--- src/rtl/teclado_pkg.sv ---
// Shared definitions for the matrix keypad scanner: key codes, the
// keypad layout table, the empty-digit marker and the scanner states.
package teclado_pkg;

   typedef enum logic [3:0] {
      DIG0   = 4'd0,
      DIG1   = 4'd1,
      DIG2   = 4'd2,
      DIG3   = 4'd3,
      DIG4   = 4'd4,
      DIG5   = 4'd5,
      DIG6   = 4'd6,
      DIG7   = 4'd7,
      DIG8   = 4'd8,
      DIG9   = 4'd9,
      K_STAR = 4'hA,
      K_HASH = 4'hB,
      K_NONE = 4'hF
   } key_code_t;

   typedef enum logic [1:0] {
      SCAN,
      DEBOUNCE,
      HOLD
   } scan_state_t;

   localparam logic [3:0] EMPTY_NIBBLE = 4'hF;

   // Physical layout, index = row*4 + col. The letter keys carry no
   // meaning for the lock and map to K_NONE.
   localparam key_code_t KEYMAP [16] = '{
      DIG1,   DIG2, DIG3,   K_NONE,
      DIG4,   DIG5, DIG6,   K_NONE,
      DIG7,   DIG8, DIG9,   K_NONE,
      K_STAR, DIG0, K_HASH, K_NONE
   };

   // Keys outside the 4x4 table exist on larger keypads but are ignored.
   function automatic key_code_t map_key(input logic [6:0] idx);
      return (idx < 7'd16) ? KEYMAP[idx[3:0]] : K_NONE;
   endfunction

endpackage

--- src/rtl/teclado_scan.sv ---
// Row driver, column synchroniser and SCAN/DEBOUNCE/HOLD state machine.
// Emits the code of the debounced key together with a one-cycle key_acc
// strobe; a key held down produces exactly one strobe.
module teclado_scan
   import teclado_pkg::*;
#(
   parameter int N_LIN        = 4,
   parameter int N_COL        = 4,
   parameter int SCAN_CYC     = 1000,
   parameter int DEBOUNCE_CYC = 50000
) (
   input  logic             clk,
   input  logic             rst,
   input  logic             enable,
   input  logic [N_COL-1:0] col_matriz,
   output logic [N_LIN-1:0] lin_matriz,
   output key_code_t        key_code,
   output logic             key_acc
);

   localparam int LIN_W  = (N_LIN > 1) ? $clog2(N_LIN) : 1;
   localparam int COL_W  = (N_COL > 1) ? $clog2(N_COL) : 1;
   localparam int SCAN_W = $clog2(SCAN_CYC) + 1;
   localparam int DEB_W  = $clog2(DEBOUNCE_CYC) + 1;

   scan_state_t      state, state_nxt;
   logic [LIN_W-1:0] lin_idx, lin_idx_nxt, lin_inc;
   logic [N_COL-1:0] col_s1, col_s2, col_lat, col_lat_nxt;
   logic [SCAN_W-1:0] scan_cnt, scan_cnt_nxt;
   logic [DEB_W-1:0] deb_cnt, deb_cnt_nxt;
   logic [COL_W-1:0] col_sel;
   key_code_t        key_code_nxt;

   // Two-flop synchroniser for the asynchronous column inputs.
   always_ff @(posedge clk) begin
      // NOTE: clocked state uses non-blocking assignments so every flop
      // samples the pre-edge value; blocking here would collapse the chain.
      if (rst) begin
         col_s1 <= '1;
         col_s2 <= '1;
      end else begin
         col_s1 <= col_matriz;
         col_s2 <= col_s1;
      end
   end

   // Encode the lowest active (low) column of the synchronised sample.
   always_comb begin
      col_sel = '0;
      for (int c = N_COL - 1; c >= 0; c--) begin
         if (!col_s2[c]) col_sel = COL_W'(c);
      end
   end

   assign lin_inc = (lin_idx == LIN_W'(N_LIN - 1)) ? '0 : lin_idx + LIN_W'(1);

   // Next-state logic: dwell per row, debounce a single low column, then
   // wait for a stable release before resuming the scan on the next row.
   always_comb begin
      // NOTE: every output of this block gets a default first so no path
      // leaves a signal unassigned, which would infer a latch.
      state_nxt    = state;
      lin_idx_nxt  = lin_idx;
      col_lat_nxt  = col_lat;
      scan_cnt_nxt = scan_cnt;
      deb_cnt_nxt  = deb_cnt;
      key_code_nxt = key_code;
      key_acc      = 1'b0;
      case (state)
         SCAN: begin
            if (scan_cnt == SCAN_W'(SCAN_CYC - 1)) begin
               scan_cnt_nxt = '0;
               if ($onehot(~col_s2)) begin
                  state_nxt    = DEBOUNCE;
                  col_lat_nxt  = col_s2;
                  deb_cnt_nxt  = '0;
                  key_code_nxt = map_key(7'(lin_idx) * 7'(N_COL) + 7'(col_sel));
               end else begin
                  lin_idx_nxt = lin_inc;
               end
            end else begin
               scan_cnt_nxt = scan_cnt + SCAN_W'(1);
            end
         end
         DEBOUNCE: begin
            if (deb_cnt == DEB_W'(DEBOUNCE_CYC)) begin
               key_acc     = 1'b1;
               state_nxt   = HOLD;
               deb_cnt_nxt = '0;
            end else if (col_s2 != col_lat) begin
               state_nxt   = SCAN;
               lin_idx_nxt = lin_inc;
               deb_cnt_nxt = '0;
            end else begin
               deb_cnt_nxt = deb_cnt + DEB_W'(1);
            end
         end
         HOLD: begin
            if (deb_cnt == DEB_W'(DEBOUNCE_CYC)) begin
               state_nxt   = SCAN;
               lin_idx_nxt = lin_inc;
               deb_cnt_nxt = '0;
            end else if (col_s2 == '1) begin
               deb_cnt_nxt = deb_cnt + DEB_W'(1);
            end else begin
               deb_cnt_nxt = '0;
            end
         end
         default: state_nxt = SCAN;
      endcase
   end

   // State register; disabling parks the scanner on row 0 with rows idle.
   always_ff @(posedge clk) begin
      if (rst || !enable) begin
         state      <= SCAN;
         lin_idx    <= '0;
         col_lat    <= '1;
         scan_cnt   <= '0;
         deb_cnt    <= '0;
         key_code   <= K_NONE;
         lin_matriz <= '1;
      end else begin
         state      <= state_nxt;
         lin_idx    <= lin_idx_nxt;
         col_lat    <= col_lat_nxt;
         scan_cnt   <= scan_cnt_nxt;
         deb_cnt    <= deb_cnt_nxt;
         key_code   <= key_code_nxt;
         lin_matriz <= ~(N_LIN'(1) << lin_idx_nxt);
      end
   end

endmodule

--- src/rtl/teclado_matricial_param.sv ---
// Keypad digit collector: buffers digits from the scanner, clears on '*',
// submits the sequence on '#', and discards a stale partial entry.
module teclado_matricial_param
   import teclado_pkg::*;
#(
   parameter int N_LIN        = 4,
   parameter int N_COL        = 4,
   parameter int MAX_DIG      = 20,
   parameter int SCAN_CYC     = 1000,
   parameter int DEBOUNCE_CYC = 50000,
   parameter int TIMEOUT_CYC  = 250000000
) (
   input  logic                 clk,
   input  logic                 rst,
   input  logic                 enable,
   input  logic [N_COL-1:0]     col_matriz,
   output logic [N_LIN-1:0]     lin_matriz,
   output logic [4*MAX_DIG-1:0] digitos_value,
   output logic                 digitos_valid,
   output logic                 tecla_bip,
   output logic                 timeout
);

   localparam int BUF_W = 4 * MAX_DIG;
   localparam int TMO_W = $clog2(TIMEOUT_CYC) + 1;

   key_code_t        key_code;
   logic             key_acc;
   logic [BUF_W-1:0] digit_buf, digit_buf_nxt;
   logic [TMO_W-1:0] tmo_cnt, tmo_cnt_nxt;
   logic             buf_nonempty, timeout_hit, key_ok;
   logic             value_load, bip_nxt;

   teclado_scan #(
      .N_LIN        (N_LIN),
      .N_COL        (N_COL),
      .SCAN_CYC     (SCAN_CYC),
      .DEBOUNCE_CYC (DEBOUNCE_CYC)
   ) u_scan (
      .clk        (clk),
      .rst        (rst),
      .enable     (enable),
      .col_matriz (col_matriz),
      .lin_matriz (lin_matriz),
      .key_code   (key_code),
      .key_acc    (key_acc)
   );

   // Digits are always 0..9, so an empty marker in nibble 0 means no digits.
   assign buf_nonempty = (digit_buf[3:0] != EMPTY_NIBBLE);
   assign timeout_hit  = buf_nonempty && (tmo_cnt == TMO_W'(TIMEOUT_CYC));
   assign key_ok       = key_acc && (key_code != K_NONE);

   // Buffer and timeout update; an expiring entry overrides a key accept.
   always_comb begin
      digit_buf_nxt = digit_buf;
      tmo_cnt_nxt   = tmo_cnt;
      value_load    = 1'b0;
      bip_nxt       = 1'b0;
      if (timeout_hit) begin
         digit_buf_nxt = '1;
         tmo_cnt_nxt   = '0;
      end else if (key_ok) begin
         bip_nxt     = 1'b1;
         tmo_cnt_nxt = '0;
         case (key_code)
            K_STAR: digit_buf_nxt = '1;
            K_HASH: begin
               if (buf_nonempty) begin
                  value_load    = 1'b1;
                  digit_buf_nxt = '1;
               end
            end
            default: begin
               digit_buf_nxt      = digit_buf << 4;
               digit_buf_nxt[3:0] = key_code;
            end
         endcase
      end else if (buf_nonempty) begin
         tmo_cnt_nxt = tmo_cnt + TMO_W'(1);
      end else begin
         tmo_cnt_nxt = '0;
      end
   end

   // Output and buffer registers; digitos_value only changes on submission.
   always_ff @(posedge clk) begin
      if (rst) begin
         // NOTE: the digit buffer must be reset, not left to power-up
         // contents, because all-F is what marks it empty.
         digit_buf     <= '1;
         tmo_cnt       <= '0;
         digitos_value <= '1;
         digitos_valid <= 1'b0;
         tecla_bip     <= 1'b0;
         timeout       <= 1'b0;
      end else if (!enable) begin
         digit_buf     <= '1;
         tmo_cnt       <= '0;
         digitos_valid <= 1'b0;
         tecla_bip     <= 1'b0;
         timeout       <= 1'b0;
      end else begin
         digit_buf     <= digit_buf_nxt;
         tmo_cnt       <= tmo_cnt_nxt;
         digitos_valid <= value_load;
         tecla_bip     <= bip_nxt;
         timeout       <= timeout_hit;
         if (value_load) digitos_value <= digit_buf;
      end
   end

endmodule

--- config.mk ---
export PLATFORM = sky130hd
export DESIGN_NAME = teclado_matricial_param
export DESIGN_NICKNAME = d
export VERILOG_FILES = /design/src/rtl/teclado_pkg.sv /design/src/rtl/teclado_scan.sv /design/src/rtl/teclado_matricial_param.sv
export SDC_FILE = /design/constraint.sdc
export NUM_CORES = 1
export LEC_CHECK = 0
export ABC_AREA = 1
export CAP_MARGIN = 20
export CORE_ASPECT_RATIO = 0.7
export CORE_UTILIZATION = 55
export CTS_BUF_LIST = sky130_fd_sc_hd__clkbuf_8
export DETAILED_ROUTE_END_ITERATION = 7
export DONT_BUFFER_PORTS = 1
export HOLD_SLACK_MARGIN = 0.12
export PLACE_DENSITY = 0.7
export SYNTH_ARGS = -nofsm -noshare
export SYNTH_HDL_FRONTEND = slang
export SYNTH_SLANG_ARGS = --single-unit
--- constraint.sdc ---
create_clock -name clk -period 4.9 [get_ports clk]
set_clock_uncertainty 0.15 [all_clocks]
set_input_delay 0.245 -clock clk [delete_from_list [all_inputs] [get_ports clk]]
set_output_delay 0.245 -clock clk [all_outputs]
set_load 0.005 [all_outputs]
==> metrics.md, run 1 <==
| Metric | Value |
|---|---|
| Remaining DRCs | `0` |
| Initial antenna violation count | `0` |
| Synth-to-layout area growth | `8.98%` |
| CP Max Fanout | `18` |
| Worst skew pair latency | `0.52 ns` |
| Actual slew at the worst max-slew pin | `0.984 ns` |
| Global-route wire length before repair | `37400 um` |
| Area contributors post-synth | `dfxtp_1, nand2_1, or2_2` |
| CTS sink cnt | `244` |
| CTS buffer count | `38` |
| Place WS | `1.38 ns` |
| H-tree Lvls | `2` |
| Core area | `18100 um^2` |
| Post-cts sizing count | `0` |
| RSZ-0062 raised after global routing | `no` |
| Most used DFF post-synth | `dfxtp_1` |
| Clock-pin slew on the worst setup and hold paths | `0.06 ns` |
| Yosys reg bits | `244` |
| Placer Congestion | `0.866` |
| Via/cell ratio | `5.26` |
| Vias in the first global route | `7582` |
| Final setup viols | `0` |
| WL per Instance | `14.1 um` |
| Post-synth EDFFs | `0` |
| Mapped Cells | `1341` |
| Io pins | `94` |
| Total power | `0.00370 W` |
| Starting Density | `56.3%` |
| Max frequency | `283 MHz` |
| # port buffers | `0` |
| Max VDD drop | `259 uV` |
| Dpl hpwl | `14600 um` |
| Largest net degree at the start of global routing | `84` |
| Number of nets produced by synthesis | `1368` |
| DIE AREA | `19000 um^2` |
| Max-slew headroom | `34.4%` |
| Design area | `11100 um^2` |
| Post-DRT Antenna Nets | `0` |
| Initial DRC count | `649` |
| DRT Wirelength | `22500 um` |
| Min Tclk post-route | `3.53 ns` |
| Worst EP required | `5.12 ns` |
| FFs w/ async S/R, synth | `0%` |
| Die X | `165 um` |
| Final hold vios | `0` |
| Share of layout cells above drive strength 1 | `12.3%` |
| Synth cell types | `39` |
| HP Class | `reg -> reg` |
| Gr usage total | `23.9%` |
| Max Cap Viol | `0` |
| Layout net count | `1367` |
| CTS tree | `yes` |
| Clock root buffer | `clkbuf_8` |
| Outcome | `completed` |
| Fin util | `61.4%` |
| Register area share after synthesis | `48.0%` |
| DRT Pass-1 Iters | `5` |
| Lkg Pwr | `4.38 nW` |
| CP arrival | `3.75 ns` |
| Power Density | `334 nW/um^2` |
| Crit end category | `flop` |
| Final WS setup | `1.37 ns` |
| Max Slew Vio Count | `0` |
| Setup CP Type | `reg -> reg` |
| Share of the synthesized area in the top cell type | `48.0%` |
| Synthesized area per cell | `7.58 um^2` |
| Syn. warnings | `0` |
| Period Utilization, post-route | `72.0%` |
| FP Rows | `41` |
| CP startpoint kind | `flop` |
| Remaining global-route overflow | `0` |
| Die Height | `116 um` |
| CTS max path bufs | `3` |
| Largest stage delay, worst path | `0.45 ns` |
| CP cell instances | `inv_1 -> ha_1 -> ha_1 -> fa_1 -> nor3_1 -> nand3_2 -> nand2_2 -> nand2_1 -> nand2_1 -> nor2_1` |
| Placed Area | `10200 um^2` |
| Setup TNS | `0 ns` |
| DR vias | `8401` |
| Crit-path slowest cell | `nand2_1` |
| Synthesized cell area | `10200 um^2` |
| # diodes | `0` |
| Biggest area consumer among synthesized cells | `dfxtp_1` |
## through the flow
step,hold slack (ns),cells
floorplan,0.199,1341
global placement,0.201,1524
detailed placement,0.190,1524
CTS,0.274,1598
finish,0.267,1598
global route,0.292,1598
## sequential cells by signal, indices dropped and copies added, names as in the netlist
register and cells:
digit_buf 80, digitos_value 80, tmo_cnt 29, u_scan.deb_cnt 17
u_scan.scan_cnt 11, u_scan.col_lat 4, u_scan.col_s1 4, u_scan.col_s2 4
u_scan.key_code 4, u_scan.lin_matriz 4, u_scan.lin_idx 2, u_scan.state 2
digitos_valid 1, tecla_bip 1, timeout 1
## report_power, final
group	total (W)	internal [W]	switching, W
logic	0.0000682	0.0000216	0.0000466
clock network	0.00164	0.000877	0.000765
registers	0.00199	0.00199	0.00000270
## what timing repair did
| action | CTS | global route |
|---|---|---|
| hold buffers | 12 | 0 |
| setup endpoints to repair | 0 | 0 |
| buffers inserted | 0 | 0 |
| hold endpoints to repair | 105 | 0 |
## worst max-delay path: cells and delay by family, from the launching register on
| family | cells | cell delay (ns) |
|---|---|---|
| fa+ha+maj | 3 | 0.95 |
| simple gates | 6 | 1.76 |
| buf+inv | 1 | 0.10 |
| flops | 1 | 0.40 |
## final cells by class
| type | count | area, um^2 |
|---|---|---|
| clock inverters | 14 | 63.8 |
| flip-flops and latches | 244 | 4880 |
| inverters | 93 | 350 |
| clock buffers | 48 | 661 |
| multi-input cells | 943 | 4630 |
| fillers | 1666 | 6980 |
| well taps | 236 | 295 |
| repair buffers | 20 | 198 |
## layer usage
layer  track usage, %  up-vias  routed length (um)
met5                0        -                   0
met1             36.8     3806               11700
li1                 -     4329                   -
met2             33.2      233                8750
met4             5.02        0                 272
met3             6.05       33                1720
## logic make-up (layout without fill, tap and decap cells)
| family | after synthesis | count (layout) | synth area share, % |
|---|---|---|---|
| buffers and inverters | 154 | 175 | 6.51 |
| AO/OA/AOI/OAI | 143 | 143 | 8.32 |
| flip-flops | 244 | 244 | 48.0 |
| AND/OR/NAND/NOR | 756 | 756 | 32.5 |
| adder cells (fa/ha/maj) | 20 | 20 | 2.53 |
| XOR/XNOR | 24 | 24 | 2.07 |
## final timing paths
| path | depth (start not counted) | slack (ns) | to | startpoint |
|---|---|---|---|---|
| max | 10 | 1.37 | u_scan.deb_cnt[3]$_SDFFE_PP0P_ | u_scan.col_s2[0]$_SDFF_PP1_ |
| min | 1 | 0.27 | u_scan.col_s2[0]$_SDFF_PP1_ | u_scan.col_s1[0]$_SDFF_PP1_ |
| max reg2reg | 10 | 1.37 | u_scan.deb_cnt[3]$_SDFFE_PP0P_ | u_scan.col_s2[0]$_SDFF_PP1_ |
| min reg2reg | 1 | 0.27 | u_scan.col_s2[0]$_SDFF_PP1_ | u_scan.col_s1[0]$_SDFF_PP1_ |
## cells in the final DEF, fill, tap and decap left out, types with 4 or more instances in the layout
cell / instances
nand3_1: 43
a21oi_1: 32
nand4_1: 28
dlygate4sd3_1: 11
o211ai_1: 6
xor2_1: 18
o22ai_1: 76
o21ai_1: 4
inv_2: 8
clkbuf_8: 48
dfxtp_1: 244
inv_1: 94
nor3_1: 28
or2_2: 84
nor2_1: 102
buf_4: 8
xnor2_1: 6
o21ai_0: 18
nand2_1: 440
nor4_1: 10
ha_1: 19
nand2_2: 4
## cell usage after synthesis, drive strengths merged (2+ instances only)
| cell | n |
|---|---|
| o22ai | 76 |
| o21ai | 22 |
| nand2 | 444 |
| nor2 | 107 |
| a31oi | 3 |
| a21oi | 32 |
| nand3b | 2 |
| xnor2 | 6 |
| clkinv | 2 |
| nor4 | 10 |
| nand4 | 28 |
| xor2 | 18 |
| o211ai | 6 |
| buf | 27 |
| nand3 | 46 |
| inv | 91 |
| clkbuf | 34 |
| nor3b | 3 |
| nor3 | 29 |
| or2 | 87 |
| ha | 19 |
| dfxtp | 244 |
(Power assumes the default switching activity.)
==> run 2, diff against run 1 <==
--- a/config.mk
+++ b/config.mk
@@ -13,7 +13,7 @@
 export DETAILED_ROUTE_END_ITERATION = 7
 export DONT_BUFFER_PORTS = 1
 export HOLD_SLACK_MARGIN = 0.12
-export PLACE_DENSITY = 0.7
+export PLACE_DENSITY = 0.73
 export SYNTH_ARGS = -nofsm -noshare
 export SYNTH_HDL_FRONTEND = slang
 export SYNTH_SLANG_ARGS = --single-unit
==> constraint.sdc (replaced) <==
create_clock -name clk -period 2.9 [get_ports clk]
set_clock_uncertainty 0.15 [all_clocks]
set_input_delay 0.145 -clock clk [delete_from_list [all_inputs] [get_ports clk]]
set_output_delay 0.145 -clock clk [all_outputs]
set_load 0.005 [all_outputs]
==> metrics.md, run 2 (synthesis results as in run 1) <==
| Metric | Value |
|---|---|
| Actual slew at the worst max-slew pin | `0.648 ns` |
| CTS buffer count | `37` |
| R2R depth | `13` |
| Max frequency | `370 MHz` |
| # diodes | `0` |
| Hold Path Depth | `1` |
| Final hold vios | `0` |
| CTS sink cnt | `244` |
| Share of layout cells above drive strength 1 | `13.0%` |
| FP Rows | `41` |
| Design area | `11200 um^2` |
| Post-DRT Antenna Nets | `0` |
| Max-slew headroom | `56.8%` |
| Clock root buffer | `clkbuf_8` |
| Worst skew pair latency | `0.51 ns` |
| Fin util | `62.2%` |
| # port buffers | `0` |
| Worst EP required | `3.15 ns` |
| Largest net degree at the start of global routing | `84` |
| Dpl hpwl | `14900 um` |
| CP Max Fanout | `18` |
| DR vias | `8438` |
| CP Depth | `13` |
| DRT Wirelength | `22600 um` |
| Post-CTS Setup Repair Bufs | `0` |
| Crit end category | `flop` |
| Initial antenna violation count | `0` |
| Max VDD drop | `450 uV` |
| Reg area | `4880 um^2` |
| Gr usage total | `23.4%` |
| Vias in the first global route | `7551` |
| Footprint of the multi-input gates | `4650 um^2` |
| Most frequent cells in the layout | `nand2_1, dfxtp_1, nor2_1` |
| Top delay family on crit path | `adder cells` |
| Synth-to-layout area growth | `10.5%` |
| CTS max path bufs | `3` |
| WL per Instance | `14.0 um` |
| Commonest non-fill, non-tap cell in the layout | `nand2_1` |
| Clock-pin slew on the worst setup and hold paths | `0.06 ns` |
| DIE AREA | `19000 um^2` |
| Max Slew Vio Count | `0` |
| Fill cells | `1603` |
| Initial DRC count | `622` |
| Core area | `18100 um^2` |
| Remaining global-route overflow | `0` |
| CP cell instances | `inv_1 -> ha_1 -> ha_1 -> fa_1 -> nor3_4 -> nand3_2 -> nand2_2 -> buf_12 -> nand4_1 -> nor2_2 -> nand2_1 -> nand2_1 -> nor2_1` |
| Power Density | `544 nW/um^2` |
| Starting Density | `56.3%` |
| Die Height | `116 um` |
| Layout net count | `1378` |
| Lkg Pwr | `4.45 nW` |
| Remaining DRCs | `0` |
| Setup CP Type | `reg -> reg` |
| Global-route wire length before repair | `36500 um` |
| Largest regs | `digit_buf x80, digitos_value x80, tmo_cnt x29` |
| Largest stage delay, worst path | `0.49 ns` |
| CP startpoint kind | `flop` |
| Max Cap Viol | `0` |
| R2R Setup Slk | `0.20 ns` |
| Worst path bufs/invs | `2` |
| Placed Area | `10400 um^2` |
| Die X | `165 um` |
| Min Tclk post-route | `2.70 ns` |
| HP Class | `reg -> reg` |
| Outcome | `completed` |
| CP arrival | `2.95 ns` |
| Placer Congestion | `0.894` |
| Io pins | `94` |
| CTS tree | `yes` |
| DRT Pass-1 Iters | `5` |
| Crit-path slowest cell | `fa_1` |
| Via/cell ratio | `5.24` |
| H-tree Lvls | `2` |
| Final setup viols | `0` |
| Period Utilization, post-route | `93.1%` |
run 2: changes by cell type in the layout (fill, tap and decap cells not counted), sizes merged:
cell / before / now
dlygate4sd3: 11 / 12
buf: 9 / 20
clkinvlp: 0 / 2
inv: 104 / 105
clkinv: 3 / 5
clkbuf: 48 / 44
run 2: path summary, 6_finish.rpt:
path,from,end
setup / recovery,u_scan.col_s2[3]$_SDFF_PP1_,u_scan.deb_cnt[15]$_SDFFE_PP0P_
hold reg to reg,u_scan.col_s1[0]$_SDFF_PP1_,u_scan.col_s2[0]$_SDFF_PP1_
hold / removal,u_scan.col_s1[0]$_SDFF_PP1_,u_scan.col_s2[0]$_SDFF_PP1_
setup reg to reg,u_scan.col_s2[3]$_SDFF_PP1_,u_scan.deb_cnt[15]$_SDFFE_PP0P_
run 2: stage by stage:
stage / instances / worst slack [ns] / power, W / hold slack, ns / setup TNS (ns)
6_report: 1611 / 0.200 / 0.00612 / 0.271 / 0
3_3_place_gp: 1535 / 0.133 / 0.00352 / 0.0898 / 0
5_1_grt: 1611 / -0.0287 / 0.00636 / 0.293 / -0.0332
3_5_place_dp: 1535 / 0.0562 / 0.00353 / 0.0925 / 0
2_1_floorplan: 1341 / 0.200 / 0.00351 / 0.0988 / 0
4_1_cts: 1611 / 0.0308 / 0.00618 / 0.273 / 0
run 2: final cells by class:
type | count | share of cell area (%)
clock buffer | 44 | 5.39
clock inverter | 19 | 0.735
inverter | 93 | 3.14
multi-input combinational | 943 | 41.4
sequential | 244 | 43.5
tap | 236 | 2.63
timing repair buffer | 32 | 3.25
run 2: report_power, final:
| part | total (W) | leakage (nW) | internal [W] | switching, W |
|---|---|---|---|---|
| Sequential | 0.00336 | 1.97 | 0.00336 | 0.00000384 |
| Combinational | 0.000125 | 2.07 | 0.0000431 | 0.0000816 |
| Clock | 0.00263 | 0.403 | 0.00137 | 0.00126 |
| Total | 0.00612 | 4.45 | 0.00477 | 0.00134 |
run 2: layer usage:
layer | global-route usage, % | share of wire, % | up-vias
met5 | 0 | 0 | -
met4 | 4.77 | 1.1 | 0
met3 | 6.44 | 8.2 | 26
met2 | 33.5 | 40 | 223
met1 | 35.0 | 50 | 3831
li1 | - | - | 4358
run 2: repair_timing:
action | in CTS | in global routing
setup endpoints to repair | 0 | 24
gates resized for setup | 0 | 5
hold buffers | 13 | 0
endpoints found under the hold margin | 135 | 0
==> run 3, diff against run 2 <==
--- a/config.mk
+++ b/config.mk
@@ -6,14 +6,14 @@
 export NUM_CORES = 1
 export LEC_CHECK = 0
 export ABC_AREA = 1
+export BUFFER_PORTS_ARGS = -buffer_cell sky130_fd_sc_hd__buf_4
 export CAP_MARGIN = 20
 export CORE_ASPECT_RATIO = 0.7
 export CORE_UTILIZATION = 55
 export CTS_BUF_LIST = sky130_fd_sc_hd__clkbuf_8
 export DETAILED_ROUTE_END_ITERATION = 7
-export DONT_BUFFER_PORTS = 1
 export HOLD_SLACK_MARGIN = 0.12
-export PLACE_DENSITY = 0.73
+export PLACE_DENSITY = 0.78
 export SYNTH_ARGS = -nofsm -noshare
 export SYNTH_HDL_FRONTEND = slang
 export SYNTH_SLANG_ARGS = --single-unit
==> metrics.md, run 3 (synthesis results as in run 1) <==
| Metric | Value |
|---|---|
| HP Class | `in -> reg` |
| Reg-to-reg critical path endpoint | `u_scan.lin_matriz[1]$_SDFF_PP1_` |
| Max Slew Vio Count | `0` |
| Gr usage total | `24.4%` |
| Clock root buffer | `clkbuf_8` |
| Met3 GRT Util | `4.51%` |
| Post-CTS Setup Repair Bufs | `0` |
| Period Utilization, post-route | `93.7%` |
| WL per Instance | `13.7 um` |
| Starting Density | `56.3%` |
| CTS tree | `yes` |
| Remaining global-route overflow | `0` |
| Via/cell ratio | `5.24` |
| NetSw | `0.00136 W` |
| Outcome | `completed` |
| Placer Congestion | `0.855` |
| Worst R2R Start | `u_scan.col_s2[3]$_SDFF_PP1_` |
| R2R depth | `13` |
| Remaining DRCs | `0` |
| Max Cap Viol | `0` |
| CTS max path bufs | `3` |
| DRT Wirelength | `23300 um` |
| Vias in the first global route | `7843` |
| WHS Endpoint | `u_scan.col_s1[1]$_SDFF_PP1_` |
| Largest regs | `digit_buf x80, digitos_value x80, tmo_cnt x29` |
| Worst path bufs/invs | `3` |
| Die X | `165 um` |
| DR vias | `8912` |
| CTS sink cnt | `244` |
| Max-slew headroom | `46.0%` |
| Design area | `11900 um^2` |
| Io pins | `94` |
| CP Max Fanout | `3` |
| Top Usage Layer GRT | `met1` |
| Seq pwr share | `52.9%` |
| Initial DRC count | `739` |
| Setup CP Type | `reg -> reg` |
| Placed Area | `11100 um^2` |
| Met2 Track Usage GR | `34.7%` |
| Fill cells | `1593` |
| # diodes | `0` |
| CP arrival | `2.96 ns` |
| DRT Pass-1 Iters | `6` |
| Commonest non-fill, non-tap cell in the layout | `nand2_1` |
| Max VDD drop | `508 uV` |
| Setup TNS | `0 ns` |
| Largest net degree at the start of global routing | `83` |
| Die Height | `116 um` |
| Post-DRT Antenna Nets | `0` |
| R2R Setup Slk | `0.18 ns` |
| CTS buffer count | `37` |
| Layout net count | `1467` |
| FP Rows | `41` |
| Gate power share | `2.0%` |
| CP startpoint kind | `flop` |
| Share of layout cells above drive strength 1 | `18.7%` |
| Largest stage delay, worst path | `0.45 ns` |
| Crit-path slowest cell | `fa_1` |
| Final hold vios | `0` |
| Global-route wire length before repair | `37900 um` |
| Worst skew pair latency | `0.52 ns` |
| Most frequent cells in the layout | `nand2_1, dfxtp_1, buf_4` |
| Cell Int Power | `0.00499 W` |
| H-tree Lvls | `2` |
| Power Density | `532 nW/um^2` |
| # port buffers | `93` |
| Max frequency | `368 MHz` |
| Hold_sp | `col_matriz[1]` |
| Clock-pin slew on the worst setup and hold paths | `0.07 ns` |
| Worst EP required | `3.14 ns` |
| Power share of the clock group | `45.1%` |
| Hold Path Depth | `3` |
| Lkg Pwr | `4.84 nW` |
| DIE AREA | `19000 um^2` |
| GRT met1 Usage | `37.7%` |
| Crit end category | `flop` |
| Switching share of power | `21.4%` |
| Top delay family on crit path | `adder cells` |
| Min Tclk post-route | `2.72 ns` |
| CP Depth | `13` |
| Synth-to-layout area growth | `17.3%` |
| CP cell instances | `inv_1 -> ha_1 -> ha_1 -> fa_1 -> nor3_2 -> buf_4 -> inv_1 -> nand3_1 -> nand2_1 -> nor2_1 -> nor2_1 -> a21oi_1 -> nand3_1` |
| Final setup viols | `0` |
| Core area | `18100 um^2` |
| Initial antenna violation count | `0` |
| Dpl hpwl | `15800 um` |
| Actual slew at the worst max-slew pin | `0.811 ns` |
[run 3: cell count changes in the layout (fill, tap and decap cells not counted), moves of 2 or more]
| cell | change |
|---|---|
| buf_4 | +95 |
| bufinv_16 | +3 |
| clkbuf_8 | -2 |
| dlygate4sd3_1 | -6 |
| nor2_1 | +2 |
| nor2_2 | -2 |
[run 3: worst max-delay path by stage]
stage	start	endpoint	slack, ns
after floorplan	u_scan.col_s2[0]$_SDFF_PP1_	u_scan.deb_cnt[10]$_SDFFE_PP0P_	0.20
after global routing	u_scan.col_s2[1]$_SDFF_PP1_	u_scan.lin_matriz[2]$_SDFF_PP1_	-0.01
after CTS	u_scan.col_s2[2]$_SDFF_PP1_	u_scan.deb_cnt[16]$_SDFFE_PP0P_	0.08
after global placement	u_scan.col_s2[2]$_SDFF_PP1_	u_scan.deb_cnt[10]$_SDFFE_PP0P_	0.21
final	u_scan.col_s2[3]$_SDFF_PP1_	u_scan.lin_matriz[1]$_SDFF_PP1_	0.18
after detailed placement	u_scan.col_s2[2]$_SDFF_PP1_	u_scan.deb_cnt[16]$_SDFFE_PP0P_	0.09
[run 3: per-layer routing]
| metal | up-vias | part of all wire (%) | routed length (um) |
|---|---|---|---|
| li1 | 4528 | - | - |
| met1 | 4098 | 52 | 12100 |
| met2 | 255 | 41 | 9550 |
| met3 | 31 | 5.9 | 1380 |
| met4 | 0 | 1.0 | 243 |
| met5 | - | 0 | 0 |
[run 3: final cells by class]
cell class | instances | area, um^2 | share of cell area [%]
well taps | 236 | 295 | 2.48
multi-input cells | 943 | 4640 | 38.9
repair buffers | 121 | 1010 | 8.47
inverters | 93 | 350 | 2.94
flip-flops and latches | 244 | 4890 | 41.0
clock buffers | 42 | 578 | 4.85
clock inverters | 21 | 169 | 1.42
[run 3: worst min-delay path, cell delays in order]
cell and delay [ns]:
dlygate4sd3_1 0.53, buf_4 0.10, or2_2 0.08
[run 3: power by group through the flow]
| stage | combinational [W] | clock [W] | sequential, W |
|---|---|---|---|
| after floorplan | 0.0000754 | 0 | 0.00344 |
| after global placement | 0.000114 | 0 | 0.00344 |
| after detailed placement | 0.000116 | 0 | 0.00344 |
| after CTS | 0.000123 | 0.00294 | 0.00336 |
| after global routing | 0.000137 | 0.00309 | 0.00336 |
| final | 0.000125 | 0.00286 | 0.00336 |
[run 3: what timing repair did]
action / CTS / global route
gates resized for setup: 0 / 4
hold buffers: 6 / 0
endpoints found under the setup margin: 0 / 21
endpoints found under the hold margin: 45 / 0
[run 3: through the flow]
step	worst slack (ns)	std cells	hold slack, ns	utilization, %	total power, W
3_5_place_dp	0.0860	1631	0.183	61.5	0.00355
3_3_place_gp	0.207	1631	0.188	61.5	0.00355
4_1_cts	0.0804	1700	0.187	66.0	0.00642
2_1_floorplan	0.200	1341	0.0988	-	0.00351
5_1_grt	-0.0105	1700	0.198	66.1	0.00659
6_report	0.182	1700	0.221	66.1	0.00635
